[src/rtl/checker_csr_mc.sv]
// Multi-channel CSR/control bank for checker engines: per-channel CTRL/STAT/ADDRESS registers, run FSM, aggregated irq.
// Optional per-channel watchdog: define CHECKER_CSR_MC_TIMEOUT_EN.
module checker_csr_mc #(
  parameter logic [3:0] CSR_ADDR = 4'h0,
  parameter int         NCH      = 4,
  parameter int         ADDR_W   = 48,
  parameter int         TIMEOUT  = 1024
) (
  input  logic                    sys_clk,
  input  logic                    sys_rst_n,
  input  logic [13:0]             csr_a,
  input  logic                    csr_we,
  input  logic [31:0]             csr_di,
  output logic [31:0]             csr_do,
  output logic [NCH-1:0]          ch_start,
  output logic [2*NCH-1:0]        ch_mode,
  output logic [ADDR_W*NCH-1:0]   ch_addr,
  input  logic [NCH-1:0]          ch_done,
  input  logic [NCH-1:0]          ch_error,
  output logic                    irq
);

  localparam int HW = ADDR_W - 32;

`ifdef CHECKER_CSR_MC_TIMEOUT_EN
  localparam int            CW       = $clog2(TIMEOUT + 1);
  localparam logic [CW-1:0] TMO_LAST = CW'(TIMEOUT - 1);
`endif

  typedef enum logic {ST_IDLE, ST_RUN} state_t;

  logic        sel;
  logic [3:0]  ch_sel;
  logic [1:0]  reg_sel;
  logic [31:0] rd_word [16];
  logic [15:0] irq_vec;
  logic        unused_ok;

  assign sel     = (csr_a[13:10] == CSR_ADDR);
  assign ch_sel  = csr_a[5:2];
  assign reg_sel = csr_a[1:0];

  // Address bits [9:6] are not decoded; TIMEOUT only matters with the watchdog enabled.
  assign unused_ok = ^{csr_a[9:6], (TIMEOUT > 1)};

  generate
    for (genvar gi = 0; gi < 16; gi++) begin : g_ch
      if (gi < NCH) begin : g_on
        state_t          state_reg;
        logic            irq_en_reg;
        logic            done_reg;
        logic            error_reg;
        logic            start_reg;
        logic [1:0]      mode_reg;
        logic [31:0]     addr_lo_reg;
        logic [HW-1:0]   addr_hi_reg;
        logic            tmo_bit;
        logic            busy;
        logic            hit;
        logic            wr_ctrl;
        logic            wr_stat;
        logic            wr_lo;
        logic            wr_hi;
        logic [31:0]     hi_word;
        logic [31:0]     rd_data;
`ifdef CHECKER_CSR_MC_TIMEOUT_EN
        logic [CW-1:0]   cnt_reg;
        logic            tmo_reg;
        assign tmo_bit = tmo_reg;
`else
        assign tmo_bit = 1'b0;
`endif

        assign busy    = (state_reg == ST_RUN);
        assign hit     = csr_we && sel && (ch_sel == 4'(gi));
        assign wr_ctrl = hit && (reg_sel == 2'd0);
        assign wr_stat = hit && (reg_sel == 2'd1);
        assign wr_lo   = hit && (reg_sel == 2'd2);
        assign wr_hi   = hit && (reg_sel == 2'd3);

        always_ff @(posedge sys_clk or negedge sys_rst_n) begin
          if (!sys_rst_n) begin
            state_reg   <= ST_IDLE;
            irq_en_reg  <= 1'b0;
            done_reg    <= 1'b0;
            error_reg   <= 1'b0;
            start_reg   <= 1'b0;
            mode_reg    <= 2'd0;
            addr_lo_reg <= '0;
            addr_hi_reg <= '0;
`ifdef CHECKER_CSR_MC_TIMEOUT_EN
            cnt_reg     <= '0;
            tmo_reg     <= 1'b0;
`endif
          end else begin
            start_reg <= 1'b0;
            // W1C first so that a flag set later in this block wins the same cycle.
            if (wr_stat) begin
              if (csr_di[0]) done_reg  <= 1'b0;
              if (csr_di[1]) error_reg <= 1'b0;
`ifdef CHECKER_CSR_MC_TIMEOUT_EN
              if (csr_di[3]) tmo_reg   <= 1'b0;
`endif
            end
            if (wr_ctrl) irq_en_reg <= csr_di[3];

            case (state_reg)
              ST_IDLE: begin
                if (wr_lo) addr_lo_reg <= csr_di;
                if (wr_hi) addr_hi_reg <= csr_di[HW-1:0];
                if (wr_ctrl) begin
                  mode_reg <= csr_di[2:1];
                  if (csr_di[0]) begin
                    if (csr_di[2:1] == 2'd3) begin
                      error_reg <= 1'b1;
                    end else begin
                      state_reg <= ST_RUN;
                      start_reg <= 1'b1;
`ifdef CHECKER_CSR_MC_TIMEOUT_EN
                      cnt_reg   <= '0;
`endif
                    end
                  end
                end
              end
              ST_RUN: begin
                if (ch_error[gi]) begin
                  error_reg <= 1'b1;
                  if (ch_done[gi]) done_reg <= 1'b1;
                  state_reg <= ST_IDLE;
                end else if (ch_done[gi]) begin
                  done_reg <= 1'b1;
                  if (mode_reg == 2'd2) begin
                    start_reg <= 1'b1;
`ifdef CHECKER_CSR_MC_TIMEOUT_EN
                    cnt_reg   <= '0;
`endif
                  end else begin
                    state_reg <= ST_IDLE;
                  end
                end else if (wr_ctrl && !csr_di[0] && (mode_reg == 2'd2)) begin
                  state_reg <= ST_IDLE;
`ifdef CHECKER_CSR_MC_TIMEOUT_EN
                end else if (cnt_reg == TMO_LAST) begin
                  state_reg <= ST_IDLE;
                  error_reg <= 1'b1;
                  tmo_reg   <= 1'b1;
                end else begin
                  cnt_reg <= cnt_reg + 1'b1;
`endif
                end
              end
              default: state_reg <= ST_IDLE;
            endcase
          end
        end

        always_comb begin
          hi_word = '0;
          hi_word[HW-1:0] = addr_hi_reg;
          rd_data = '0;
          case (reg_sel)
            2'd0:    rd_data[3:0] = {irq_en_reg, mode_reg, busy};
            2'd1:    rd_data[3:0] = {tmo_bit, busy, error_reg, done_reg};
            2'd2:    rd_data      = addr_lo_reg;
            default: rd_data      = hi_word;
          endcase
        end

        assign rd_word[gi]                    = rd_data;
        assign irq_vec[gi]                    = (done_reg | error_reg) & irq_en_reg;
        assign ch_start[gi]                   = start_reg;
        assign ch_mode[2*gi +: 2]             = mode_reg;
        assign ch_addr[ADDR_W*gi +: ADDR_W]   = {addr_hi_reg, addr_lo_reg};
      end else begin : g_off
        assign rd_word[gi] = '0;
        assign irq_vec[gi] = 1'b0;
      end
    end
  endgenerate

  always_ff @(posedge sys_clk or negedge sys_rst_n) begin
    if (!sys_rst_n) begin
      csr_do <= '0;
    end else begin
      csr_do <= sel ? rd_word[ch_sel] : '0;
    end
  end

  assign irq = |irq_vec;

endmodule

[config.mk]
export PLATFORM = sky130hd
export DESIGN_NAME = checker_csr_mc
export DESIGN_NICKNAME = d
export VERILOG_FILES = /design/src/rtl/checker_csr_mc.sv
export SDC_FILE = /design/constraint.sdc
export NUM_CORES = 1
export LEC_CHECK = 0
export ABC_AREA = 1
export BUFFER_PORTS_ARGS = -buffer_cell sky130_fd_sc_hd__buf_4
export CORE_UTILIZATION = 35
export DETAILED_ROUTE_END_ITERATION = 8
export PLACE_DENSITY = 0.62
export SYNTH_ARGS = -nofsm -noshare
export SYNTH_HDL_FRONTEND = slang
export SYNTH_SLANG_ARGS = --single-unit
[constraint.sdc]
create_clock -name sys_clk -period 1.9 [get_ports sys_clk]
set_input_delay 0.285 -clock sys_clk [delete_from_list [all_inputs] [get_ports sys_clk]]
set_output_delay 0.285 -clock sys_clk [all_outputs]
set_load 0.03 [all_outputs]
==> results of run 1 <==
## worst min-delay path: cells and delay by family
family,cells,cell delay [ns]
AOI/OAI and AO/OA,1,0.12
buffers and inverters,2,0.12
## cell type report
cell class / count / area share
Clock inverter: 8 / 0.00641
Tap cell: 396 / 0.0334
Timing Repair Buffer: 340 / 0.186
Clock buffer: 41 / 0.0560
Inverter: 62 / 0.0160
Sequential cell: 252 / 0.425
Multi-Input combinational cell: 924 / 0.278
## synthesized netlist by cell type (all sizes together)
master / instances / area [um2]
a21oi: 1 / 5.00
o211ai: 2 / 15.0
or3: 2 / 12.5
nand3: 116 / 581
or2: 4 / 25.0
nand2: 499 / 1910
nand4: 11 / 68.8
a41oi: 16 / 140
o21ai: 211 / 1060
clkinv: 2 / 7.51
clkbuf: 33 / 125
dfrtp: 252 / 6310
buf: 44 / 304
nor3: 6 / 30.0
nor2: 56 / 268
inv: 60 / 230
## worst paths after layout
path                                                  startpoint                                  endpoint  cells past startpoint
worst max-delay path            g_ch[2].g_on.error_reg$_DFF_PN0_                                       irq                      3
min in group asynchronous                              sys_rst_n                       csr_do[9]$_DFF_PN0_                      2
worst min-delay path                                  csr_di[21]  g_ch[2].g_on.addr_lo_reg[21]$_DFFE_PN0P_                      3
max in group asynchronous                              sys_rst_n  g_ch[0].g_on.addr_hi_reg[15]$_DFFE_PN0P_                      3
worst min register to register   g_ch[0].g_on.done_reg$_DFF_PN0_           g_ch[0].g_on.done_reg$_DFF_PN0_                      2
worst max register to register       g_ch[3].g_on.busy$_DFF_PN0_   g_ch[3].g_on.addr_hi_reg[5]$_DFFE_PN0P_                      5
## timing repair
action                                 CTS  global route
gates resized for setup                  0             1
hold buffers                             9             0
setup endpoints to repair                0             1
endpoints found under the hold margin   53             0
## through the flow
| step | utilization | instances | instance area, um2 | hold WS (ns) |
|---|---|---|---|---|
| 2_1_floorplan | - | 1315 | 11100 | -0.0106 |
| 3_3_place_gp | 0.447 | 1965 | 13800 | 0.256 |
| 3_5_place_dp | 0.447 | 1965 | 13800 | 0.255 |
| 4_1_cts | 0.480 | 2023 | 14800 | 0.0223 |
| 5_1_grt | 0.480 | 2023 | 14800 | 0.0521 |
| 6_report | 0.480 | 2023 | 14800 | 0.0386 |
## cells by family (layout without fill, tap and decap cells)
logic type | count (synthesis) | in the layout | synth area share
simple gates | 694 | 694 | 0.261
buf+inv | 139 | 451 | 0.0602
flops | 252 | 252 | 0.569
compound gates | 230 | 230 | 0.110
## where the power goes
part	total (mW)	switching (mW)	internal (mW)
clock network	5.46	2.18	3.28
registers	5.52	0.0730	5.44
logic	0.966	0.645	0.321
total	11.9	2.90	9.04
## layer usage
metal | part of all wire | wire length, um
met5 | 0 | 0
met4 | 0.036 | 1360
met3 | 0.071 | 2670
met2 | 0.46 | 17400
met1 | 0.43 | 16400
==> impl_metrics.ini, run 1 <==
[finish]
final_common_cell = nand2_1
multiInputGateArea_um2 = 4120
diodes = 0
regArea_um2 = 6310
largest_register_ffs = 128
area_growth_pct = 33.9
fill_cells = 2996
final_cell_mix = nand2_1 (493), buf_4 (316), dfrtp_1 (252)
final_layout_size_suffix_gt1_frac = 0.247
nNetsFinal = 1665

[hold_path]
min_path_type = in -> reg

[sta]
fin_skew_ns = 0.00810
rsz0062_at_grt = false
setup_ws_ns = 0.116
finalCriticalPeriod_ns = 1.78
slew_violations = 0
tns_ns = 0
clock.fmax_ghz = 0.561
final.period_utilization = 0.939
tightest_slew_ns = 0.557
final_hold_viol_count = 0
setup_viol = 0
timing.max_slew.rel_slack = 0.626

[placed_design]
gp_congestion = 0.936
pre_cts_slack_ns = 0.124
io_buffers = 289
hpwl_um = 25800

[routing]
firstDrtPassIters = 5
drt_iter0_drc = 684
wl_um = 37800
vias = 10200
detail_route.vias_per_cell = 5.04
ant_nets = 0
wl_per_cell_um = 18.7
drc = 0

[floorplanning]
die_h_um = 180
rows = 64
io_pins = 294
core_um2 = 30900
initial_utilization = 0.359
die-area_um2 = 32400
fp.dieW_um = 180

[pwr]
p_total_mw = 11.9
leakage_nw = 7.24
power.density_cell_area_nw_per_um2 = 804
irDropWorstVdd_v = 0.000596

[job]
cap_viol_max_count = 0

[clocking]
cts_sinks = 252
clk_pin_slew_ns = 0.06
root_buffer = clkbuf_16
clock_latency_ns = 0.54
cts_max_level = 1
post_cts_buffers = 0
cts_buffer_depth = 3
numCtsBuffers = 28
tritoncts = yes

[logic_synthesis]
seq_area_frac_synth = 0.569
avgSynthCellArea_um2 = 8.43
syn_nets = 1372
synth.distinct_cells = 27
syn-cell-area_um2 = 11100
syn_inst = 1315
yosysWarnings = 0
synth-seq-cells = 252

[status]
outcome = finished clean

[critical_path]
cp-start-kind = register
regToRegSetupSlack_ns = 0.45
critPathMaxStageDelay_ns = 0.40
cp_cell_sequence = o21ai_0 -> nand4_1 -> buf_4
path_delay_family = flip-flops
endpoint_kind = output pin
critPathRequiredTime_ns = 1.62
slowest_stage = dfrtp_1
crit_arrival_ns = 1.50
cp_max_fo = 3
critPathBufInv = 1
crit_type = reg -> out

[grt]
grtUsageTotal = 0.235
use_met3 = 0.0521
met2_usage = 0.380
grt_pass1_vias = 10200
antenna_found_initial = 0
grt.busiest_layer = met2
gr-total-overflow = 0
grt_max_degree = 65
met1_usage = 0.306
grt_pass1_wl_um = 59500
No activity file was read; power rests on OpenSTA's default activity.
==> run 2, diff against run 1 <==
ABC_AREA = not set   (was 1)
CTS_BUF_LIST = sky130_fd_sc_hd__clkbuf_2   (was not set)
==> run 2 against run 1 <==
Net effect: the run now ends with setup timing left; sequential power is 0.7% lower; critical path type unchanged; routed wire length is 8.2% lower; global-route usage down 2.0 points; highest routed layer is now met5; clock power fell by 28%; non-clock buffer count is 71 higher; critical path depth stayed put; sequential share of layout area shrank 2.3 points; core utilization grew 1.6 points.
==> impl_metrics.ini, run 2 <==
[logic_synthesis]
synth-seq-cells = 252
synth_top_flop_cell = dfrtp_1
yosys.area.top_type = dfrtp_1
syn_nets = 801
ys_async_sr_fraction = 1.00
yosys-top-cells-area = dfrtp_1 (56%), mux2_2 (17%), mux4_2 (10%)
synth_common_cells = dfrtp_1 (252), mux2_2 (166), mux4_2 (50)
seq_area_frac_synth = 0.559
synth-edff-count = 0
avgSynthCellArea_um2 = 15.2
syn_inst = 744
synth_top_area_share = 0.559
yosysWarnings = 0
yosysMostFrequentCell = dfrtp_1
syn-cell-area_um2 = 11300
synth.distinct_cells = 43

[finish]
final_layout_size_suffix_gt1_frac = 0.609
area_growth_pct = 39.1
largest_register_ffs = 128
final_cell_mix = buf_4 (336), dfrtp_1 (252), mux2_2 (166)
final_common_cell = buf_4
nNetsFinal = 1237
instances_no_fill = 1627

[floorplanning]
die_h_um = 182
rows = 65
core_um2 = 31600
die-area_um2 = 33000
initial_utilization = 0.357
fp.dieW_um = 182
io_pins = 294

[critical_path]
setup.worst_path.start = g_ch[3].g_on.error_reg$_DFF_PN0_
slowest_stage = dfrtp_1
critPathRequiredTime_ns = 1.62
r2r-start = g_ch[0].g_on.busy$_DFF_PN0_
cp_max_fo = 2
crit_arrival_ns = 1.67
regToRegSetupSlack_ns = 0.23
cp_cell_sequence = o21ai_2 -> nand4_1 -> buf_6
cp-start-kind = register
crit_type = reg -> out
endpoint_kind = output pin
critPathMaxStageDelay_ns = 0.41

[placed_design]
gp_congestion = 0.870
io_buffers = 289
dp_cells = 1450
hpwl_um = 23900

[grt]
grt_max_degree = 39
gr-total-overflow = 0
grt_pass1_vias = 8881
grtUsageTotal = 0.214
grt_pass1_wl_um = 53700
antenna_found_initial = 2

[clocking]
tritoncts = yes
cts_max_level = 3
numCtsBuffers = 70
cts_sinks = 252
clock_latency_ns = 0.82
clk_pin_slew_ns = 0.10
root_buffer = clkbuf_2
cts_buffer_depth = 3

[routing]
firstDrtPassIters = 7
drt_iter0_drc = 411
ant_nets = 0
wl_um = 34700
wl_per_cell_um = 21.3
vias = 8311
detail_route.vias_per_cell = 5.11
drc = 0

[hold_path]
min_path_type = in -> reg
min_from = csr_a[3]

[pwr]
leakage_nw = 8.29
power.density_cell_area_nw_per_um2 = 664
irDropWorstVdd_v = 0.000419

[sta]
final_hold_viol_count = 0
setup_viol = 1
timing.max_slew.rel_slack = 0.725
tns_ns = -0.0583
slew_violations = 0
final.period_utilization = 1.03
clock.fmax_ghz = 0.511
tightest_slew_ns = 0.413
setup_ws_ns = -0.0583
fin_skew_ns = 0.114
rsz0062_at_grt = true
finalCriticalPeriod_ns = 1.96

[status]
violations = setup timing
outcome = complete, but fails checks

[job]
cap_viol_max_count = 0
[run 2: worst paths after layout]
kind	end	cells past startpoint
worst max-delay path	irq	3
worst min-delay path	g_ch[2].g_on.done_reg$_DFF_PN0_	5
worst max register to register	csr_do[2]$_DFF_PN0_	4
worst min register to register	g_ch[3].g_on.addr_lo_reg[23]$_DFFE_PN0P_	1
max in group asynchronous	g_ch[3].g_on.addr_hi_reg[13]$_DFFE_PN0P_	4
min in group asynchronous	g_ch[2].g_on.done_reg$_DFF_PN0_	3
[run 2: cells by family (layout without fill, tap and decap cells)]
family                 Yosys count  count (layout)  synth area share
AO/OA/AOI/OAI                   42              42            0.0227
buffers and inverters           48             528            0.0216
flip-flops                     252             252             0.559
multiplexers                   274             274             0.335
other                            0               1                 0
AND/OR/NAND/NOR                128             128            0.0621
[run 2: power breakdown]
group,switching (mW),internal (mW)
Clock,2.24,1.71
Combinational,0.554,0.432
Sequential,0.0596,5.42
Total,2.85,7.57
[run 2: layout make-up]
class | count | area (um2)
Timing Repair Buffer | 411 | 3500
Fill cell | 2805 | 15900
Inverter | 1 | 3.75
Clock inverter | 12 | 106
Antenna cell | 1 | 2.50
Multi-Input combinational cell | 444 | 4750
Sequential cell | 252 | 6310
Tap cell | 402 | 503
Clock buffer | 104 | 520
[run 2: metrics by stage]
step | power [mW] | utilization | hold slack (ns) | instance area [um2] | worst slack, ns
after detailed placement | 6.49 | 0.457 | 0.293 | 14500 | -0.239
final | 10.4 | 0.496 | 0.112 | 15700 | -0.0583
after global placement | 6.48 | 0.457 | 0.291 | 14500 | -0.238
after floorplan | 5.97 | - | -0.0106 | 11300 | -0.123
after global routing | 11.0 | 0.496 | 0.0722 | 15700 | -0.189
after CTS | 10.6 | 0.496 | 0.0296 | 15700 | -0.133
[run 2: worst max-delay path, delay by kind of cell (launching register included)]
kind / cells / cell delay (ns)
AOI/OAI and AO/OA: 1 / 0.13
buffers and inverters: 1 / 0.18
DFF: 1 / 0.41
and+or+nand+nor: 1 / 0.16
[run 2: routing by layer]
layer,GRT usage,share of wire,up-vias
met4,0.0742,0.024,2
met3,0.0576,0.073,71
li1,-,-,3658
met5,0,0.00035,-
met2,0.348,0.48,340
met1,0.276,0.42,4240
[run 2: what timing repair did]
action	4_1_cts	5_1_grt
pin swaps	1	1
gates resized for setup	6	2
buffers inserted	7	1
setup endpoints to repair	1	1
hold buffers	52	0
endpoints found under the hold margin	475	0
==> run 3, diff against run 2 <==
CORE_UTILIZATION = 25   (was 35)
PLACE_DENSITY = not set   (was 0.62)
==> run 3 against run 2 <==
Net effect: the flow still finishes with violations (setup timing); fmax fell by 14%; total power rose by 3.8%; core utilization shrank 7.6 points; die area grew 40%; worst setup slack got worse by 0.32 ns; routed wire length up 17%; critical path depth unchanged; critical path type unchanged; critical endpoint unchanged; largest cell class unchanged; largest power group unchanged; highest routed layer is now met4.
==> impl_metrics.ini, run 3 (synthesized netlist as in run 2, its figures left out) <==
[critical_path]
critPathBufInv = 1
cp_cell_sequence = o21ai_2 -> nand4_1 -> buf_6
cp-start-kind = register
critPathRequiredTime_ns = 1.62
slowest_stage = dfrtp_1
cp_max_fo = 3
endpoint_kind = output pin
crit_arrival_ns = 1.99
critPathMaxStageDelay_ns = 0.43
path_delay_family = flip-flops
crit_type = reg -> out

[floorplanning]
die_h_um = 214
fp.dieW_um = 214
initial_utilization = 0.254
rows = 77
core_um2 = 44400
io_pins = 294
die-area_um2 = 46000

[sta]
fin_skew_ns = 0.132
timing.max_slew.rel_slack = 0.673
tightest_slew_ns = 0.491
clock.fmax_ghz = 0.440
final.period_utilization = 1.20
rsz0062_at_grt = true
whs_ns = 0.0184
tns_ns = -1.59
slew_violations = 0
final_hold_viol_count = 0
finalCriticalPeriod_ns = 2.27
setup_ws_ns = -0.373
setup_viol = 17

[grt]
grt_pass1_vias = 9999
met1_usage = 0.210
antenna_found_initial = 2
use_met3 = 0.0618
gr-total-overflow = 0
grt_max_degree = 52
grt_pass1_wl_um = 61100
grtUsageTotal = 0.176
met2_usage = 0.289
grt.busiest_layer = met2

[routing]
firstDrtPassIters = 4
detail_route.vias_per_cell = 4.51
wl_um = 40800
wl_per_cell_um = 19.9
vias = 9258
ant_nets = 0
drc = 0
drt_iter0_drc = 457

[finish]
final_cell_mix = buf_4 (280), dfrtp_1 (251), buf_6 (229)
final_layout_size_suffix_gt1_frac = 0.639
area_growth_pct = 65.4
final_area_um2 = 18700
regArea_um2 = 6310
largest_register_ffs = 128
nNetsFinal = 1462
multiInputGateArea_um2 = 4780
final_common_cell = buf_4
fill_cells = 4092

[placed_design]
io_buffers = 289
gp_congestion = 0.873
pre_cts_slack_ns = -0.250
hpwl_um = 25300
place_area_um2 = 14700

[pwr]
irDropWorstVdd_v = 0.000372
power.density_cell_area_nw_per_um2 = 579
leakage_nw = 9.65

[clocking]
root_buffer = clkbuf_2
cts_sinks = 252
clock_latency_ns = 1.03
cts_max_level = 3
cts_buffer_depth = 3
numCtsBuffers = 74
clk_pin_slew_ns = 0.10
tritoncts = yes

[hold_path]
min_path_type = in -> reg

[job]
cap_viol_max_count = 0

[status]
violations = setup timing
outcome = complete, but fails checks
## run 3: changes by cell type in the layout (fill, tap and decap cells not counted), moves of 2 or more
cell	change
buf_6	+228
nor2_2	+2
clkbuf_16	+2
dlygate4sd3_1	+47
buf_4	-56
inv_2	+2
diode_2	+4
clkinv_1	+5
nor2_1	-2
clkinv_2	+5
## run 3: cell type report
type	count	share of cell area
Clock buffer	105	0.0282
Inverter	1	0.000201
Antenna cell	5	0.000670
Clock inverter	22	0.00644
Tap cell	592	0.0397
Timing Repair Buffer	632	0.331
Sequential cell	252	0.338
Multi-Input combinational cell	444	0.256
## run 3: report_power, final
| group | internal (mW) | switching [mW] | total (mW) | leakage (nW) |
|---|---|---|---|---|
| combinational | 0.589 | 0.606 | 1.19 | 5.64 |
| sequential | 5.43 | 0.0615 | 5.49 | 3.51 |
| clock | 1.62 | 2.51 | 4.13 | 0.506 |
## run 3: path summary, 6_finish.rpt
kind	endpoint	cells past startpoint	startpoint	slack, ns
hold / removal	g_ch[2].g_on.busy$_DFF_PN0_	6	csr_a[4]	0.02
setup reg to reg	g_ch[1].g_on.addr_lo_reg[11]$_DFFE_PN0P_	4	g_ch[1].g_on.busy$_DFF_PN0_	0.15
setup / recovery	irq	3	g_ch[2].g_on.error_reg$_DFF_PN0_	-0.37
max in group asynchronous	g_ch[1].g_on.addr_hi_reg[2]$_DFFE_PN0P_	5	sys_rst_n	0.90
min in group asynchronous	g_ch[0].g_on.mode_reg[0]$_DFFE_PN0P_	4	sys_rst_n	0.46
hold reg to reg	g_ch[2].g_on.addr_lo_reg[18]$_DFFE_PN0P_	1	g_ch[2].g_on.addr_lo_reg[18]$_DFFE_PN0P_	0.56
## run 3: worst min-delay path: stages
cell and delay [ns]:
buf_4 0.09, or4_4 0.11, buf_4 0.11, nor3_1 0.05, nand3_1 0.19, o221ai_1 0.14
## run 3: layer usage
layer	routed length (um)	vias up
met4	1300	0
met3	2930	94
met2	19900	363
met1	16600	4671
li1	-	4130
met5	0	-
## run 3: repair_timing
item / 4_1_cts / 5_1_grt
pin swaps: 1 / 4
gates cloned: 0 / 2
hold buffers: 97 / 7
hold endpoints to repair: 499 / 18
endpoints found under the setup margin: 231 / 347
resized for setup: 232 / 12
buffers inserted: 138 / 43
## run 3: through the flow
step	std cells	total power [mW]	util
floorplan	744	5.97	-
finish	2053	10.8	0.420
CTS	2001	11.0	0.410
global route	2053	11.4	0.420
global placement	1639	6.48	0.331
detailed placement	1639	6.49	0.331
